$ cat config.mk
export PLATFORM = sky130hd
export DESIGN_NAME = fifo_rr_arbiter_flat
export DESIGN_NICKNAME = d
export VERILOG_FILES = /design/src/rtl/fifo_rr_arbiter_if.sv /design/src/rtl/fifo_rr_arbiter.sv /design/src/flat_wrapper.sv
export SDC_FILE = /design/constraint.sdc
export NUM_CORES = 1
export LEC_CHECK = 0
export CAP_MARGIN = 20
export CELL_PAD_IN_SITES_DETAIL_PLACEMENT = 0
export CELL_PAD_IN_SITES_GLOBAL_PLACEMENT = 1
export CORE_AREA = 2 2 49 51
export DETAILED_ROUTE_END_ITERATION = 7
export DIE_AREA = 0 0 51 53
export DONT_BUFFER_PORTS = 1
export PLACE_DENSITY_LB_ADDON = 0.12
export SLEW_MARGIN = 20
export SYNTH_ARGS = -nofsm -noshare
export SYNTH_HDL_FRONTEND = slang
export SYNTH_SLANG_ARGS = --single-unit
$ cat constraint.sdc
create_clock -name clk -period 5.6 [get_ports clk]
set_input_delay 1.12 -clock clk [delete_from_list [all_inputs] [get_ports clk]]
set_output_delay 1.12 -clock clk [all_outputs]
set_load 0.01 [all_outputs]
$ cat src/rtl/fifo_rr_arbiter_if.sv
// fifo_rr_arbiter_if: requester/FIFO-side bundle for the round-robin burst arbiter
interface fifo_rr_arbiter_if #(
  parameter int N_REQ  = 4,
  parameter int DATA_W = 8
);
  logic [N_REQ-1:0]         req;
  logic [N_REQ*DATA_W-1:0]  req_data;
  logic                     fifo_full;
  logic [N_REQ-1:0]         gnt;
  logic                     push;
  logic [DATA_W-1:0]        push_data;
  logic [$clog2(N_REQ)-1:0] owner;
  logic                     busy;
  modport master (
    input  req, req_data, fifo_full,
    output gnt, push, push_data, owner, busy
  );
  modport slave (
    output req, req_data, fifo_full,
    input  gnt, push, push_data, owner, busy
  );
endinterface

$ cat src/rtl/fifo_rr_arbiter.sv
// fifo_rr_arbiter: round-robin arbiter granting bounded push bursts into a shared FIFO
module fifo_rr_arbiter #(
  parameter int N_REQ     = 4,
  parameter int DATA_W    = 8,
  parameter int MAX_BURST = 4
) (
  input  logic                     clk,
  input  logic                     rst,
  fifo_rr_arbiter_if.master        bus
);
  localparam int IW = $clog2(N_REQ);
  typedef enum logic {IDLE, BURST} state_t;
  state_t          state_q, state_d;
  logic [IW-1:0]   rr_ptr_q, rr_ptr_d;
  logic [IW-1:0]   owner_q, owner_d;
  logic [3:0]      burst_cnt_q, burst_cnt_d;
  logic [IW-1:0]   sel;
  logic            found;
  logic [N_REQ-1:0] gnt;
  logic [DATA_W-1:0] push_data;
  function automatic logic [IW-1:0] next_idx(input logic [IW-1:0] i);
    return (i == IW'(N_REQ - 1)) ? '0 : i + 1'b1;
  endfunction
  // first requester at or above rr_ptr, wrapping modulo N_REQ
  always_comb begin
    sel   = '0;
    found = 1'b0;
    for (int k = 0; k < N_REQ; k++) begin
      if (!found && bus.req[IW'((int'(rr_ptr_q) + k) % N_REQ)]) begin
        found = 1'b1;
        sel   = IW'((int'(rr_ptr_q) + k) % N_REQ);
      end
    end
  end
  // grant and next-state decision; reset low suppresses any grant in the same cycle
  always_comb begin
    state_d     = state_q;
    rr_ptr_d    = rr_ptr_q;
    owner_d     = owner_q;
    burst_cnt_d = burst_cnt_q;
    gnt         = '0;
    if (!rst) begin
      gnt = '0;
    end else if (state_q == IDLE) begin
      if (found && !bus.fifo_full) begin
        gnt[sel]    = 1'b1;
        owner_d     = sel;
        burst_cnt_d = 4'd1;
        if (MAX_BURST > 1) state_d = BURST;
        else rr_ptr_d = next_idx(sel);
      end
    end else if (!bus.req[owner_q]) begin
      state_d  = IDLE;
      rr_ptr_d = next_idx(owner_q);
    end else if (!bus.fifo_full) begin
      gnt[owner_q] = 1'b1;
      burst_cnt_d  = burst_cnt_q + 4'd1;
      if (burst_cnt_q + 4'd1 == 4'(MAX_BURST)) begin
        state_d  = IDLE;
        rr_ptr_d = next_idx(owner_q);
      end
    end
  end
  // write-data mux from the one-hot grant, zero when nothing is pushed
  always_comb begin
    push_data = '0;
    for (int i = 0; i < N_REQ; i++)
      if (gnt[IW'(i)]) push_data = bus.req_data[i*DATA_W +: DATA_W];
  end
  assign bus.gnt       = gnt;
  assign bus.push      = |gnt;
  assign bus.push_data = push_data;
  assign bus.owner     = owner_q;
  assign bus.busy      = (state_q == BURST);
  // arbitration state registers with asynchronous active-low reset
  always_ff @(posedge clk or negedge rst) begin
    if (!rst) begin
      state_q     <= IDLE;
      rr_ptr_q    <= '0;
      owner_q     <= '0;
      burst_cnt_q <= '0;
    end else begin
      state_q     <= state_d;
      rr_ptr_q    <= rr_ptr_d;
      owner_q     <= owner_d;
      burst_cnt_q <= burst_cnt_d;
    end
  end
endmodule

$ cat src/flat_wrapper.sv
// flat-port wrapper written by rule: the top's interface ports become plain ports
module fifo_rr_arbiter_flat 
#(
  parameter int N_REQ     = 4,
  parameter int DATA_W    = 8,
  parameter int MAX_BURST = 4
)
  (clk, rst, bus_req, bus_req_data, bus_fifo_full, bus_gnt, bus_push, bus_push_data, bus_owner, bus_busy);
  fifo_rr_arbiter_if #(.N_REQ(N_REQ), .DATA_W(DATA_W)) bus_i ();
  input  logic clk;
  input  logic rst;
  input wire logic [$bits(bus_i.req)-1:0] bus_req;
  input wire logic [$bits(bus_i.req_data)-1:0] bus_req_data;
  input wire logic [$bits(bus_i.fifo_full)-1:0] bus_fifo_full;
  output wire logic [$bits(bus_i.gnt)-1:0] bus_gnt;
  output wire logic [$bits(bus_i.push)-1:0] bus_push;
  output wire logic [$bits(bus_i.push_data)-1:0] bus_push_data;
  output wire logic [$bits(bus_i.owner)-1:0] bus_owner;
  output wire logic [$bits(bus_i.busy)-1:0] bus_busy;
  assign bus_i.req = bus_req;
  assign bus_i.req_data = bus_req_data;
  assign bus_i.fifo_full = bus_fifo_full;
  assign bus_gnt = bus_i.gnt;
  assign bus_push = bus_i.push;
  assign bus_push_data = bus_i.push_data;
  assign bus_owner = bus_i.owner;
  assign bus_busy = bus_i.busy;
  fifo_rr_arbiter #(.N_REQ(N_REQ), .DATA_W(DATA_W), .MAX_BURST(MAX_BURST)) u_core (.clk(clk), .rst(rst), .bus(bus_i));
endmodule
==> reports/results.tsv <==
metric	value	unit
ys_seq_elements	9	
critPathMaxFanout	9	
diodes	0	
fin_skew	0.00595	ns
clock_path_buffers	2	
grt_overflow_total	0	
hold_slack	0.514	ns
rsz0062_at_grt	false	
rows	17	
cap_violations	0	
grtUsageTotal	17.4	%
synth_seq_area_share	24.2	%
route.detailed.drc	0	
worst_slew_pin_slew	0.504	ns
antenna_found_initial	0	
start_kind	input port	
drv_slew	0	
fill_cells	222	
grt_max_degree	26	
synthesis.area	932	um^2
wirelength	2.03	mm
endpoint_kind	output port	
ys.flop_type	dfrtp_1	
die-area	2700	um^2
fin_cells	140	
die_x	51	um
viasPerCell	5.71	
grt_pass1_wl	3.51	mm
root_buffer	clkbuf_4	
post_cts_buffers	0	
critPathKind	input port to output port	
cts_resized	0	
clkSinkCount	9	
dp_hpwl	1.58	mm
period_minus_slack	3.63	ns
post-route-period-util	64.8	%
via_count	799	
cts_tree	yes	
port_buffers	0	
cts_inserted_buffers	3	
grt_pass1_vias	761	
layout-drive-gt1-share	12.5	%
wire_per_inst	14.5	um
initial_utilization	43.4	%
final_common_cell	nand2_1	
tns	0	ns
synth_edf_count	0	
ios	55	
ys_warn_count	0	
synthToLayoutAreaGrowth	4.43	%
die_h	53	um
postSynthCellCount	111	
fin_util	45.3	%
clk_latency	0.27	ns
dp.cells	136	
final_cell_mix	nand2_1, dfrtp_1, o32ai_1	
synthArstFlopShare	100	%
clkTransAtPathRegs	0.06	ns
hold_buffers	0	
drt_iter0_drc	17	
drtPass1Iterations	4	
powerDensity	450	nW/um^2
leakage	0.413	nW
synth_nets	156	
hold_class	flip-flop to flip-flop	
syn-mean-instance-area	8.40	um^2
antenna_left	0	
seqCellArea	225	um^2
multi_input_area	672	um^2
max_freq	0.275	GHz
cp.required	4.48	ns
hold_violations	0	
synth_cell_types	39	
cp.arrival	2.51	ns
gp_congestion	0.772	
fin_nets	158	
cts_htree_levels	1	
slew_headroom	66.2	%
fp.coreArea	2150	um^2
finalSetupViolations	0	
status	complete, no violations	
peakVddDrop	0.237	mV
==> logic make-up after synthesis <==
group                    count (synthesis)  synth area share [%]
multiplexers                             7                  8.05
XOR/XNOR                                 2                  1.88
buffers and inverters                    7                  3.76
AND/OR/NAND/NOR                         56                  30.3
AO/OA/AOI/OAI                           24                  23.8
adder cells (fa/ha/maj)                  6                  8.05
flip-flops                               9                  24.2
==> power breakdown <==
| part | internal [mW] | switching (mW) | leakage (nW) | total (mW) |
|---|---|---|---|---|
| registers | 0.0969 | 0.0569 | 0.109 | 0.154 |
| clock network | 0.0275 | 0.0233 | 0.0150 | 0.0508 |
| logic | 0.107 | 0.126 | 0.289 | 0.234 |
==> flip-flops by register name (all words and copies together), names as in the netlist <==
register / cells
u_core.burst_cnt_q: 4
u_core.bus.owner: 2
u_core.rr_ptr_q: 2
u_core.bus.busy: 1
==> Yosys cell counts, drive strengths merged (2+ instances only) <==
| cell | n | area (um^2) |
|---|---|---|
| nand2 | 27 | 101 |
| dfrtp | 9 | 225 |
| o32ai | 8 | 70.1 |
| ha | 6 | 75.1 |
| nor2 | 5 | 18.8 |
| nor2b | 5 | 31.3 |
| inv | 4 | 15.0 |
| mux2 | 4 | 45.0 |
| o21ai | 4 | 31.3 |
| a221o | 3 | 30.0 |
| and2 | 3 | 21.3 |
| and3 | 3 | 18.8 |
| mux2i | 3 | 30.0 |
| nand2b | 3 | 18.8 |
| a21oi | 2 | 10.0 |
| buf | 2 | 16.3 |
| nor3 | 2 | 15.0 |
| nor3b | 2 | 15.0 |
| nor4 | 2 | 12.5 |
==> metrics by stage <==
stage | power, mW | area (um^2) | setup slack, ns
2_1_floorplan | 0.349 | 932 | 2.10
3_3_place_gp | 0.387 | 947 | 2.01
3_5_place_dp | 0.390 | 947 | 1.98
4_1_cts | 0.444 | 973 | 1.98
5_1_grt | 0.484 | 973 | 1.85
6_report | 0.438 | 973 | 1.97
==> metal layers <==
metal	up-vias	track usage, %	wire length [um]
met5	-	0	0
met4	0	8.11	39
met3	5	3.67	153
met2	30	28.4	872
met1	358	22.0	961
li1	406	-	-
==> layout make-up <==
cell class	count	share of cell area, %
sequential	9	23.1
inverter	4	1.54
clock buffer	4	2.70
multi-input combinational	95	69.0
tap	28	3.60
==> worst paths after layout <==
kind	start	to	cells after the start	slack, ns
hold / removal	u_core.burst_cnt_q[3]	u_core.burst_cnt_q[3]	2	0.51
hold reg to reg	u_core.burst_cnt_q[3]	u_core.burst_cnt_q[3]	2	0.51
setup / recovery	bus_req[2]	bus_push_data[1]	5	1.97
min in group asynchronous	rst	u_core.burst_cnt_q[0]	0	0.54
setup reg to reg	u_core.burst_cnt_q[0]	u_core.rr_ptr_q[0]	6	3.77
max in group asynchronous	rst	u_core.rr_ptr_q[1]	0	4.98
==> critical path, cell delays in order <==
cell and delay, ns:
mux2_2 0.28, o2bb2ai_2 0.17, nand2_1 0.27, a21boi_2 0.45
o32ai_1 0.22
Note: power is estimated with default switching activity, not from simulation.
